## src/rtl/comparator_serial.sv

```systemverilog
// rtl/comparator_serial.sv - multi-cycle chunked magnitude comparator with valid/ready handshake
//
// Compares two N-bit operands W bits per cycle, most significant chunk first,
// and reports exactly one of lt / eq / gt through a valid/ready output.
// Signed compares flip the sign bit of both operands so that a plain unsigned
// chunk compare gives the two's complement ordering.
//
// Optional feature macro: COMPARATOR_SERIAL_EARLY_EXIT_EN
//   defined   : finish on the first differing chunk (data-dependent latency)
//   undefined : always spend K = N/W cycles in BUSY (constant latency)
//
// Ports:
//   clk        in   clock, all state changes on rising edge
//   rst        in   synchronous active-high reset
//   in_valid   in   a / b / is_signed are valid
//   in_ready   out  block can accept an operation (IDLE only)
//   a, b       in   N-bit operands
//   is_signed  in   1 = two's complement compare, 0 = unsigned
//   out_valid  out  lt / eq / gt are valid (DONE only)
//   out_ready  in   consumer accepts the result
//   lt, eq, gt out  a < b, a == b, a > b (zero outside DONE)

module comparator_serial #(
   parameter int N = 32,
   parameter int W = 8
) (
   input  logic         clk,
   input  logic         rst,
   input  logic         in_valid,
   output logic         in_ready,
   input  logic [N-1:0] a,
   input  logic [N-1:0] b,
   input  logic         is_signed,
   output logic         out_valid,
   input  logic         out_ready,
   output logic         lt,
   output logic         eq,
   output logic         gt
);

   if (W < 1 || W > N || (N % W) != 0) begin : g_bad_params
      $error("comparator_serial: need 1 <= W <= N and N %% W == 0");
   end

   localparam int K  = (W >= 1) ? (N / W) : 1;
   localparam int IW = (K > 1) ? $clog2(K) : 1;
   localparam logic [IW-1:0] LAST_IDX = IW'(K - 1);
   localparam logic [N-1:0]  MSB_MASK = N'(1) << (N - 1);

   typedef enum logic [1:0] {
      IDLE = 2'd0,
      BUSY = 2'd1,
      DONE = 2'd2
   } state_t;

   state_t state_q, state_d;

   logic [N-1:0]  a_q, b_q;
   logic          signed_q;
   logic [IW-1:0] idx_q;
   logic          dec_q;     // an earlier chunk already differed
   logic          dec_lt_q;  // ...and that chunk said a < b

   logic          accept;
   logic [N-1:0]  a_cmp, b_cmp;
   logic [W-1:0]  a_chunk, b_chunk;
   logic          chunk_diff, chunk_lt;
   logic          decided, cur_lt;
   logic          last_chunk, busy_done;

   assign accept = in_valid && in_ready;

   // Flipping the sign bit maps two's complement order onto unsigned order.
   assign a_cmp = signed_q ? (a_q ^ MSB_MASK) : a_q;
   assign b_cmp = signed_q ? (b_q ^ MSB_MASK) : b_q;

   assign a_chunk = a_cmp[int'(idx_q) * W +: W];
   assign b_chunk = b_cmp[int'(idx_q) * W +: W];

   assign chunk_diff = (a_chunk != b_chunk);
   assign chunk_lt   = (a_chunk < b_chunk);

   // The first differing chunk wins; later chunks cannot override it.
   assign decided    = dec_q || chunk_diff;
   assign cur_lt     = dec_q ? dec_lt_q : chunk_lt;
   assign last_chunk = (idx_q == '0);

`ifdef COMPARATOR_SERIAL_EARLY_EXIT_EN
   assign busy_done = last_chunk || chunk_diff;
`else
   assign busy_done = last_chunk;
`endif

   // State register
   always_ff @(posedge clk) begin
      if (rst) begin
         state_q <= IDLE;
      end else begin
         state_q <= state_d;
      end
   end

   // Next-state logic
   always_comb begin
      state_d = state_q;
      case (state_q)
         IDLE:    if (accept)    state_d = BUSY;
         BUSY:    if (busy_done) state_d = DONE;
         DONE:    if (out_ready) state_d = IDLE;
         default: state_d = IDLE;
      endcase
   end

   // Handshake outputs
   always_comb begin
      in_ready  = 1'b0;
      out_valid = 1'b0;
      case (state_q)
         IDLE:    in_ready  = 1'b1;
         DONE:    out_valid = 1'b1;
         default: ;
      endcase
   end

   // Operand capture, chunk walk and result registers
   always_ff @(posedge clk) begin
      if (rst) begin
         a_q      <= '0;
         b_q      <= '0;
         signed_q <= 1'b0;
         idx_q    <= LAST_IDX;
         dec_q    <= 1'b0;
         dec_lt_q <= 1'b0;
         lt       <= 1'b0;
         eq       <= 1'b0;
         gt       <= 1'b0;
      end else begin
         case (state_q)
            IDLE: begin
               if (accept) begin
                  a_q      <= a;
                  b_q      <= b;
                  signed_q <= is_signed;
                  idx_q    <= LAST_IDX;
                  dec_q    <= 1'b0;
                  dec_lt_q <= 1'b0;
               end
            end
            BUSY: begin
               if (!dec_q && chunk_diff) begin
                  dec_q    <= 1'b1;
                  dec_lt_q <= chunk_lt;
               end
               if (busy_done) begin
                  lt <= decided && cur_lt;
                  gt <= decided && !cur_lt;
                  eq <= !decided;
               end else begin
                  idx_q <= idx_q - 1'b1;
               end
            end
            DONE: begin
               if (out_ready) begin
                  lt <= 1'b0;
                  eq <= 1'b0;
                  gt <= 1'b0;
               end
            end
            default: ;
         endcase
      end
   end

endmodule

```

## config.mk

```make
export PLATFORM = sky130hd
export DESIGN_NAME = comparator_serial
export DESIGN_NICKNAME = d
export VERILOG_FILES = /design/src/rtl/comparator_serial.sv
export SDC_FILE = /design/constraint.sdc
export NUM_CORES = 1
export LEC_CHECK = 0
export BUFFER_PORTS_ARGS = -buffer_cell sky130_fd_sc_hd__buf_2
export CAP_MARGIN = 20
export CORE_ASPECT_RATIO = 1.2
export CORE_MARGIN = 2
export CORE_UTILIZATION = 25
export DETAILED_ROUTE_END_ITERATION = 8
export PLACE_DENSITY = 0.53
export SLEW_MARGIN = 10
export SYNTH_ARGS = -nofsm -noshare
export SYNTH_HDL_FRONTEND = slang
export SYNTH_SLANG_ARGS = --single-unit
export TNS_END_PERCENT = 50
```

## constraint.sdc

```tcl
create_clock -name clk -period 7.25 [get_ports clk]
set_input_delay 2.175 -clock clk [delete_from_list [all_inputs] [get_ports clk]]
set_output_delay 2.175 -clock clk [all_outputs]
set_load 0.1 [all_outputs]
```

==> impl_results.md <==
- Outcome: finished clean
- Reg2reg start: idx_q[1]
- CTS tree: yes
- # DRC: 0
- WP buf/inv: 1
- Critical path start-end classification: flip-flop to output pin
- Lkg Pwr: 0.00170 uW
- Port Buffers: 73
- Synth top cells by count: 138 x nand2_1, 74 x dfxtp_1, 73 x a21oi_1
- Startpoint Class: flip-flop
- Most common cell in the netlist: nand2_1
- Min-Delay Path Class: flip-flop to flip-flop
- Final hold slack: about 450 ps
- CP Launch Point: state_q[1]
- CP max-delay cell: buf_2
- Vias after detailed routing: 2738
- Post-synth top flop: dfxtp_1
- Die Ht: ~130 um
- Yosys top cell by area: dfxtp_1
- GR Util All Layers: 12.3%
- Top-area cell type share of the netlist area: 45.4%
- Stages on worst setup path: 2
- Sum Neg Setup Slack: 0 ps
- Max Root-Sink Buffers: 2
- Mean number of vias per cell: 4.42
- Total die area: 14000 um^2
- CTS H-tree depth: 3
- I/O Pins: 74
- Crit-path max FO: 8
- Reg2Reg Setup Slack: between 4000 and 5000 ps
- Worst reg2reg endpoint: gt
- Largest net degree at the start of global routing: 75
- CP endpoint: out_valid
- Clk slew on worst S/H paths: around 60 ps
- Crit path cell chain: nor2b_1 > buf_2
- Placer Congestion: 0.732
- Worst stage delay on the critical path: 450 ps
- Synthesis-stage register bit count: 74
- Nets@finish: about 530
- Detailed-router iteration count before antenna repair: 4
- Relative slew slack: a little over a third
- RSZ-0062 raised after global routing: false
- Routed WL per cell: roughly 13 um
- Gr ovfl total: 0
- CP top delay family: buffers and inverters
- Site row count: 45
- Worst-Skew Late Latency: around 330 ps
- Post-route minimum period: 3620 ps
- Area contributors post-synth: dfxtp_1 45%, nand2_1 16%, a21oi_1 11%
- Pwr dens: 267 nW/um^2
- Yosys warnings: 0
- Antenna-violating nets left: 0
- Initial antenna violation count: 0
- Worst vdd ir: between 90 and 100 uV
- Clk sink count: 74
- Post-CTS setup buffer count: 0
- Max-cap violation count: 0
- Net Count, Synth: about 470
- Worst Reg2Reg Path Length in Cells: 8
- Peak Freq: 0.276 GHz
- Async SR Flop Fraction: 0%
- Crit path required time: around 5100 ps
- DP HPWL: 5.66 mm
- Hold_buf cts: 0
- Die Wd: 108 um
- Antenna cell count: 0
- Post-Route Skew: 3.36 ps
- Initial core utilization: 25.6%
- Setup violators final: 0
- Area grow syn2layout: 26.0%
- Netlist cell types: 25
- CTS buffer count: 9
- Syn_area_per_cell: 8.41 um^2
- Hold_sp: a_q[12]
- Final slew viol count: 0
- Total Wirelength: between 8 and 9 mm
- Vias in the first global route: 2779
- Core area: 12700 um^2
- Post-synth EDFFs: 0
- Post-Syn Area: 3260 um^2
- Clk root buf: clkbuf_16
- Synth Instances: 388
- Final hold viol count: 0
- First-pass GRT wire length: 13.0 mm
- Post-CTS Resized: 0
- Final period util: 49.9%
- Sequential area share after synthesis: 45.4%
- Worst-Margin Slew: 976 ps
- Worst EP arrival: 1440 ps
- CP Capture Type: output pin
- Share of post-route cells with drive strength above 1: 24.4%
- DR iter-0 viols: 80
[power breakdown]
part,switching [uW],total [uW],internal (uW)
Clock,165,518,353
Sequential,13.6,444,431
Combinational,75.0,136,61.3
Total,253,1100,845
[per-stage QoR]
step / instances / utilization (%) / setup slack (ps) / total power, uW / instance area (um^2)
5_1_grt: 619 / 32.3 / 3570 / 1150 / 4110
3_3_place_gp: 601 / 29.2 / 3420 / 582 / 3710
6_report: 619 / 32.3 / 3630 / 1100 / 4110
3_5_place_dp: 602 / 29.3 / 3570 / 589 / 3730
2_1_floorplan: 388 / - / 3280 / 546 / 3260
4_1_cts: 618 / 32.1 / 3620 / 1110 / 4080
[cell families after synthesis]
kind of cell             count (synthesis)  synth area share [%]
multiplexers                            17                  11.4
AND/OR/NAND/NOR                        166                  20.6
adder cells (fa/ha/maj)                  9                  3.45
XOR/XNOR                                 2                 0.537
buffers and inverters                   38                  5.68
flip-flops                              74                  45.4
AO/OA/AOI/OAI                           82                  13.0
[cells in the final DEF (no fill, tap or decap)]
master	count
o21ai_0	4
a21o_1	2
mux2i_1	1
and2_2	1
o211ai_1	1
buf_4	2
nand4_1	2
a211o_1	1
a21oi_1	73
nand2b_1	4
bufinv_16	3
nand3_1	3
or2_1	1
mux4_2	16
clkbuf_8	2
and2_1	1
nand2_1	137
dfxtp_1	74
clkinv_2	2
nand3b_1	3
nand2_2	1
buf_16	1
buf_12	1
ha_1	9
xor2_1	2
nor3_1	4
clkbuf_16	9
a211oi_1	1
nor2b_1	2
nor2_1	7
inv_1	12
buf_2	73
[routing by layer]
metal  part of all wire (%)  wire [um]  vias to the layer above  GRT usage, %
met5                      0          0                        -             0
met4                    3.6        289                        0          7.01
met3                    3.9        312                       16          3.57
met2                     49       3990                       48          20.5
met1                     43       3490                     1249          13.9
li1                       -          -                     1425             -
[layout make-up]
class                      count  area [um^2]
inverter                      12         45.0
clock buffer                  11          253
timing repair buffer          77          428
multi-input combinational    276         1600
clock inverter                 5          100
sequential                    74         1480
tap                          164          205
fill                        1415         8610
[worst reg2reg max path, delay by kind of cell (launching register included)]
| family | cells | cell delay [ps] |
|---|---|---|
| compound gates | 2 | 350 |
| fa+ha+maj | 1 | 240 |
| mux | 1 | 460 |
| simple gates | 3 | 460 |
| buf+inv | 1 | 100 |
| flops | 1 | 950 |
[registers in the layout (all words and copies together) (netlist names)]
signal and count:
a_q 32, b_q 32, dec_lt_q 1, dec_q 1
eq 1, gt 1, idx_q 2, lt 1
signed_q 1, state_q 2
[how the worst min path moves through the flow]
| stage | to | slack [ps] | cells after the start |
|---|---|---|---|
| after floorplan | a_q[16] | 430 | 2 |
| final | a_q[12] | 450 | 2 |
| after CTS | b_q[21] | 450 | 2 |
| after detailed placement | b_q[21] | 450 | 2 |
| after global placement | b_q[2] | 440 | 2 |
| after global routing | a_q[12] | 470 | 2 |
Power figures use the tool's default switching activity.
